### src/rtl/dsa_pkg.sv
// Shared definitions for the digit-serial adder: FSM encoding and derived sizes.
package dsa_pkg;

    typedef enum logic [1:0] {
        IDLE = 2'd0,
        RUN  = 2'd1,
        DONE = 2'd2
    } dsa_state_e;

    // Number of digits needed to cover the operand width.
    function automatic int unsigned ndig(input int unsigned width, input int unsigned digit);
        return width / digit;
    endfunction

    // Digit counter width; never narrower than one bit.
    function automatic int unsigned cnt_w(input int unsigned n);
        return (n > 1) ? $clog2(n) : 1;
    endfunction

endpackage

### src/rtl/digit_adder_slice.sv
// Combinational DIGIT-bit ripple adder; also exposes the carry into its top bit.
module digit_adder_slice #(
    parameter int unsigned DIGIT = 4
) (
    input  logic [DIGIT-1:0] x,
    input  logic [DIGIT-1:0] y,
    input  logic             ci,
    output logic [DIGIT-1:0] s,
    output logic             co,
    output logic             c_msb
);

    logic [DIGIT:0] c;

    always_comb begin
        c    = '0;
        s    = '0;
        c[0] = ci;
        for (int i = 0; i < DIGIT; i++) begin
            s[i]   = x[i] ^ y[i] ^ c[i];
            c[i+1] = (x[i] & y[i]) | (c[i] & (x[i] ^ y[i]));
        end
    end

    assign co    = c[DIGIT];
    assign c_msb = c[DIGIT-1];

endmodule

### src/rtl/digit_serial_adder.sv
// Digit-serial adder: WIDTH-bit a+b+cin computed DIGIT bits per clock with a
// start/done handshake, registered sum, carry-out and signed overflow.
module digit_serial_adder
    import dsa_pkg::*;
#(
    parameter int unsigned WIDTH = 16,
    parameter int unsigned DIGIT = 4
) (
    input  logic             clk,
    input  logic             rst,
    input  logic             start,
    input  logic [WIDTH-1:0] a,
    input  logic [WIDTH-1:0] b,
    input  logic             cin,
    output logic             ready,
    output logic             busy,
    output logic             done,
    output logic [WIDTH-1:0] sum,
    output logic             cout,
    output logic             overflow
);

    localparam int unsigned NDIG = ndig(WIDTH, DIGIT);
    localparam int unsigned CW   = cnt_w(NDIG);

    generate
        if ((DIGIT > WIDTH) || ((WIDTH % DIGIT) != 0)) begin : g_bad_params
            $error("digit_serial_adder: WIDTH must be a non-zero multiple of DIGIT");
        end
    endgenerate

    dsa_state_e       state;
    logic [WIDTH-1:0] a_sh;
    logic [WIDTH-1:0] b_sh;
    logic             carry_reg;
    logic [CW-1:0]    cnt;

    logic [DIGIT-1:0] d_s;
    logic             d_co;
    logic             d_cmsb;
    logic [WIDTH-1:0] full;

    digit_adder_slice #(.DIGIT(DIGIT)) u_slice (
        .x     (a_sh[DIGIT-1:0]),
        .y     (b_sh[DIGIT-1:0]),
        .ci    (carry_reg),
        .s     (d_s),
        .co    (d_co),
        .c_msb (d_cmsb)
    );

    // Partial-sum shifter holds completed digits; the last digit joins it directly.
    generate
        if (NDIG > 1) begin : g_multi
            logic [WIDTH-DIGIT-1:0] part;

            assign full = {d_s, part};

            always_ff @(posedge clk) begin
                if (rst) begin
                    part <= '0;
                end else if (state == RUN) begin
                    part <= full[WIDTH-1:DIGIT];
                end
            end
        end else begin : g_single
            assign full = d_s;
        end
    endgenerate

    always_ff @(posedge clk) begin
        if (rst) begin
            state     <= IDLE;
            a_sh      <= '0;
            b_sh      <= '0;
            carry_reg <= 1'b0;
            cnt       <= '0;
            sum       <= '0;
            cout      <= 1'b0;
            overflow  <= 1'b0;
        end else begin
            case (state)
                IDLE, DONE: begin
                    if (start) begin
                        a_sh      <= a;
                        b_sh      <= b;
                        carry_reg <= cin;
                        cnt       <= '0;
                        state     <= RUN;
                    end else begin
                        state     <= IDLE;
                    end
                end
                RUN: begin
                    a_sh      <= a_sh >> DIGIT;
                    b_sh      <= b_sh >> DIGIT;
                    carry_reg <= d_co;
                    cnt       <= cnt + CW'(1);
                    if (cnt == CW'(NDIG - 1)) begin
                        sum      <= full;
                        cout     <= d_co;
                        overflow <= d_cmsb ^ d_co;
                        state    <= DONE;
                    end
                end
                default: state <= IDLE;
            endcase
        end
    end

    assign ready = (state == IDLE) || (state == DONE);
    assign busy  = (state == RUN);
    assign done  = (state == DONE);

endmodule

### config.mk
export PLATFORM = sky130hd
export DESIGN_NAME = digit_serial_adder
export DESIGN_NICKNAME = d
export VERILOG_FILES = /design/src/rtl/dsa_pkg.sv /design/src/rtl/digit_adder_slice.sv /design/src/rtl/digit_serial_adder.sv
export SDC_FILE = /design/constraint.sdc
export NUM_CORES = 1
export LEC_CHECK = 0
export CAP_MARGIN = 10
export CORE_MARGIN = 2
export CORE_UTILIZATION = 35
export DETAILED_ROUTE_END_ITERATION = 10
export PLACE_DENSITY = 0.64
export REMOVE_ABC_BUFFERS = 1
export SLEW_MARGIN = 20
export SYNTH_ARGS = -nofsm -noshare
export SYNTH_HDL_FRONTEND = slang
export SYNTH_HIERARCHICAL = 1
export SYNTH_SLANG_ARGS = --single-unit
### constraint.sdc
create_clock -name clk -period 2.2 [get_ports clk]
set_clock_uncertainty 0.1 [all_clocks]
set_input_delay 0.22 -clock clk [delete_from_list [all_inputs] [get_ports clk]]
set_output_delay 0.22 -clock clk [all_outputs]
set_load 0.03 [all_outputs]
======== Word-level counts from Yosys, hierarchy flattened ========
Cells that the tools add are included.
cells by class
  $add $sub $neg .......................... 1
  eq/ne operators ......................... 5
  muxes and demuxes ....................... 11
  bitwise gates (word level) .............. 21
  reductions and logical operators ........ 6
operators by type and width
  operator             number
  $pmux 16 s2          2
  $mux 16              2
  $xor 1x1->1          9
  $and 1x1->1          8
  $pmux 2 s2           2
  $eq 2x2->1 const B   2
  $mux 2               2
  $or 1x1->1           4
  $reduce_and 2->1     2
  $add 2x1->2 const B  1
  $eq 2x1->1 const B   1
  $logic_not 2->1      1
  $mux 1               2
  $ne 2x1->1 const B   1
  $ne 2x2->1 const B   1
  $pmux 1 s2           1
  $reduce_bool 2->1    1
  $reduce_or 2->1      1
  $logic_or 1x1->1     1
storage, ports and cells
  register bits after elaboration ......... 67
  input port bits ......................... 36
  output and inout bits ................... 21
  logic and storage cells ................. 53

======== Logic depth before layout (Yosys ltp) ========
  depth after elaboration ................. 10
  mapped depth ............................ 8
  mapped depth without buffers ............ 8

======== Hierarchy ========
The synthesis kept the hierarchy.
modules (own cells, without submodules)
  module              times used  cells each  area an instance (um^2)  seq. area each (um^2)
  digit_serial_adder  1           326         2581.2                   1341.3
  digit_adder_slice   1           12          110.1                    0.0

======== Worst setup path after synthesis ========
Ideal clock, no wire load.
  path type ............................... register to register
  from .................................... register b_sh[0]
  to ...................................... register sum[15]
  setup time .............................. 0.132 ns
  data arrival time ....................... 1.893 ns
  required time ........................... 1.968 ns
  path slack .............................. 0.075 ns
  cell stages (with the launch flop) ...... 9
  buffers on the path ..................... 0
  clock period less this slack ............ 2.125 ns
  cells stage by stage .................... dfxtp_1 > fa_1 > inv_1 > fa_1 > fa_1 > inv_1 > fa_1 > nand2_1 > a21oi_1
on the way
  longest elaborated chain between the ends .. 8
  elaborated cells on any way between the ends .. 9
  classes of those cells .................. bitwise: 9
RTL lines
  element                 RTL line                   text
  start, declared         digit_serial_adder.sv:34   logic [WIDTH-1:0] b_sh;
  start signal, assigned  digit_serial_adder.sv:96   b_sh <= b_sh >> DIGIT;
  $xor 1x1->1             digit_adder_slice.sv:21    c[i+1] = (x[i] & y[i]) | (c[i] & (x[i] ^ y[i]));
  $and 1x1->1             digit_adder_slice.sv:21
  $or 1x1->1 *            digit_adder_slice.sv:21
  $and 1x1->1 *           digit_adder_slice.sv:21
  $or 1x1->1 *            digit_adder_slice.sv:21
  $and 1x1->1 *           digit_adder_slice.sv:21
  $or 1x1->1 *            digit_adder_slice.sv:21
  via d_cmsb              digit_serial_adder.sv:40   logic d_cmsb;
  $xor 1x1->1 *           digit_adder_slice.sv:20    s[i] = x[i] ^ y[i] ^ c[i];
  via d_s[3]              digit_serial_adder.sv:38   logic [DIGIT-1:0] d_s;
  end signal, assigned    digit_serial_adder.sv:100  sum <= full;
  end, declared           digit_serial_adder.sv:18   output logic [WIDTH-1:0] sum,
The timed path passes the listed nets; every way through them passes the cells marked *.
A chain may end at the register's enable or synchronous reset.

======== Final worst setup path ========
Ends and elaborated chain as after synthesis.

==> impl_summary.md <==
Outcome
The run finished with clean final reports.

Worst hold path
The path type of the worst min-delay path is input port to flip-flop. Counting instances, the worst hold path has a depth of 2.

Clock tree
The H-tree level count is 3. Clock-pin slew was measured on the worst setup and hold paths at 0.07 ns. The sink count of the clock tree is 67.

The clock network latency to the later pin of the worst-skew pair is ~0.33 ns. The TritonCTS clock tree is yes. The TritonCTS buffer count is 9. The clock passes through at most 2 buffers. The clock root buffer is sky130_fd_sc_hd__clkbuf_8.

Worst setup path
The startpoint class of the critical path is a flip-flop. The critical path data arrival time is around 2.3 ns. Measured in cells, the most critical reg-to-reg path has a length of 8.

The delay of the slowest cell on the worst path is between 0.4 and 0.5 ns. The number of buffers and inverters on the critical path is 2. The critical path runs through a total of 8 cells.

Data on the critical path is required at its endpoint by around 2.3 ns. On the critical path the largest part of the delay comes from adder cells. STA classifies the critical path endpoint as a flip-flop.

The library cell contributing the largest single delay on the critical path is sky130_fd_sc_hd__fa_2. Traced cell by cell, the critical path runs through fa_2 -> inv_2 -> fa_2 -> fa_2 -> inv_2 -> fa_2 -> nand2_1 -> a21oi_1. The worst-path maximum fanout is 2. The category of the most critical setup path is flip-flop to flip-flop.

The critical path's most frequent cell is sky130_fd_sc_hd__fa_2.

STA
The number of pins exceeding their max-slew limit in the final report is 0. Adding up every negative setup slack in the final design gives 0 ns. Setup repair after global routing could not meet its margin everywhere. Subtracting the final worst setup slack from the clock period gives 2.14 ns. The number of hold violations in the final report is 0. The worst max-slew margin expressed relative to the limit is 0.527. The maximum clock rate is 467 MHz. The post-route fraction of the period consumed by the critical path is 0.973.

Setup violations remaining at the end of the flow were counted as 0. On the final layout, the worst hold slack is 0.124 ns. The slew at the pin closest to its max-slew limit is 0.708 ns.

Synth
The number of distinct library cell variants in the gate-level netlist after synthesis is 21. The share of synthesized area in the top cell type comes to 0.498. The count of yosys warnings during synthesis is 6. The mean cell area of the mapped netlist is 7.96 sq um.

The biggest area contributor in the post-synthesis netlist is sky130_fd_sc_hd__dfxtp_1. The summed instance area of the synthesized netlist is 2690 sq um. Synthesis inferred 67 register bits.

Synthesis produced approximately 340 cells. After synthesis, the cell types taking the most area are sky130_fd_sc_hd__dfxtp_1 (50%), sky130_fd_sc_hd__nand2_1 (16%), sky130_fd_sc_hd__a311oi_1 (8.1%). Of the synthesized area, sequential elements account for 0.498.

Cells and area
At the end of the flow, the number of nets in the layout was 426. At the end of the flow the core is filled with cells to 0.481. The post-synthesis to final-layout area growth is 31.1%. In the final layout, the registers with the most flip-flops are a_sh (16), b_sh (16), sum (16). The filler cell count is 737. Of the cells placed in the final design, the portion with a size suffix greater than 1 is 0.0949. The antenna cell count is 0. The final instance count without filler cells is 489.

Detailed routing
The detailed-route via count is 2291. Dividing the detail-routed via count by the number of cells gives 4.69. After detailed routing, the total wire length is 5570 microns.

After detailed routing, the number of remaining DRC violations is 0. The remaining number of nets flagged by the antenna check after routing is 0. The number of violations reported at the end of detailed-routing iteration 0 is 153. The routed length per placed instance is 11.4 microns. The detailed-routing iteration count for the pre-antenna-repair pass is 4.

Die
The number of placement rows is 31. The number of placed I/O pins is 57. The floorplan step defined a die boundary enclosing 8410 sq um.

The initial utilization of the core area, before any placement, comes to 0.367. The floorplan die width is 91.7 microns. The floorplan step defined a core boundary enclosing 7330 sq um. The height of the chip is a little over 90 microns.

Global routing
The via count of the first global-routing pass is 2064. The number of antenna violations at the first check in global routing is 0. Entering global routing, the biggest net connects 74 pins.

The combined global-route utilization of all metal layers is 0.140. The leftover overflow at the end of global routing is 0. The first global-routing pass estimated about 9400 microns of wire.

Pwr
The static power due to leakage is 1.27 nW. Power spread over the standard cell area amounts to 749 nW/um^2. The design draws between 2 and 3 mW. The maximum ir drop on the vdd rail is 0.469 mV.

Placement
Once detailed placement completed, the half-perimeter wirelength came to 3470 microns. The cell count after placement is 472. Input and output buffers added on the ports amount to 56.

At the end of routability-driven placement, the weighted congestion stood at 0.711.

Job
The max-cap check violation count is 0.
cell usage after synthesis:
library cell / number
sky130_fd_sc_hd__buf_2: 13
sky130_fd_sc_hd__xnor2_1: 1
sky130_fd_sc_hd__nand3_1: 10
sky130_fd_sc_hd__clkbuf_1: 10
sky130_fd_sc_hd__fa_1: 4
sky130_fd_sc_hd__nand3b_1: 1
sky130_fd_sc_hd__dfxtp_1: 67
sky130_fd_sc_hd__buf_6: 2
sky130_fd_sc_hd__a211oi_1: 1
sky130_fd_sc_hd__nand2_1: 117
sky130_fd_sc_hd__a311oi_1: 25
sky130_fd_sc_hd__nor2_1: 28
sky130_fd_sc_hd__nand2b_1: 3
sky130_fd_sc_hd__ha_1: 1
sky130_fd_sc_hd__inv_2: 1
sky130_fd_sc_hd__o21a_1: 1
sky130_fd_sc_hd__nor2b_1: 2
sky130_fd_sc_hd__and3b_1: 1
sky130_fd_sc_hd__inv_1: 9
sky130_fd_sc_hd__a21oi_1: 39
sky130_fd_sc_hd__buf_4: 2
worst paths after layout:
path	startpoint	endpoint	slack (ns)
setup / recovery	b_sh[0]$_SDFFE_PP0P_	sum[15]$_SDFFE_PP0P_	0.06
hold / removal	rst	b_sh[13]$_SDFFE_PP0P_	0.12
setup reg to reg	b_sh[0]$_SDFFE_PP0P_	sum[15]$_SDFFE_PP0P_	0.06
hold reg to reg	sum[7]$_SDFFE_PP0P_	sum[7]$_SDFFE_PP0P_	0.35
logic make-up after synthesis:
| family | after synthesis | synth area share |
|---|---|---|
| fa+ha+maj | 5 | 0.0344 |
| flops | 67 | 0.498 |
| buf+inv | 37 | 0.0660 |
| xor+xnor | 1 | 0.00325 |
| simple gates | 162 | 0.238 |
| compound gates | 66 | 0.159 |
placed cells by master, fill, tap and decap left out, types with 3 or more instances in the layout:
cell | netlist | layout
sky130_fd_sc_hd__clkbuf_8 | 0 | 10
sky130_fd_sc_hd__clkdlybuf4s50_1 | 0 | 55
sky130_fd_sc_hd__dfxtp_1 | 67 | 64
sky130_fd_sc_hd__a21oi_1 | 39 | 38
sky130_fd_sc_hd__inv_2 | 1 | 3
sky130_fd_sc_hd__clkinv_2 | 0 | 3
sky130_fd_sc_hd__a311oi_1 | 25 | 25
sky130_fd_sc_hd__nor2_1 | 28 | 28
sky130_fd_sc_hd__fa_2 | 0 | 4
sky130_fd_sc_hd__nand2_1 | 117 | 116
sky130_fd_sc_hd__nand3_1 | 10 | 10
sky130_fd_sc_hd__dfxtp_2 | 0 | 3
sky130_fd_sc_hd__inv_1 | 9 | 7
sky130_fd_sc_hd__buf_4 | 2 | 5
layout make-up:
type / count / area, sq um / share of cell area
clock inverters: 5 / 52.6 / 0.0149
inverters: 10 / 37.5 / 0.0106
repair buffers: 63 / 633 / 0.179
multi-input cells: 234 / 1190 / 0.338
clock buffers: 11 / 141 / 0.0401
well taps: 99 / 124 / 0.0351
flip-flops and latches: 67 / 1350 / 0.381
report_power, final:
part	leakage, nW	switching (mW)	internal (mW)
registers	0.548	0.0380	1.28
clock network	0.0991	0.441	0.548
logic	0.621	0.180	0.153
total	1.27	0.659	1.98
through the flow:
stage                     worst slack [ns]  instance area [sq um]
after floorplan                     -0.412                   2550
after global placement             0.00677                   3310
after detailed placement           -0.0282                   3310
after CTS                          0.00622                   3500
after global routing               -0.0218                   3530
final                               0.0600                   3530
metal layers:
layer	vias to the layer above	part of all wire	track usage
met3	2	0.051	0.0575
met4	0	0.0047	0.0448
met2	58	0.46	0.219
li1	1210	-	-
met5	-	0	0
met1	1021	0.49	0.175
repair_timing:
action,CTS,global route
gates resized for setup,3,8
pin swaps,0,3
setup buffers,0,1
hold buffers,0,0
endpoints found under the setup margin,3,4
Note: power is estimated with default switching activity, not from simulation.
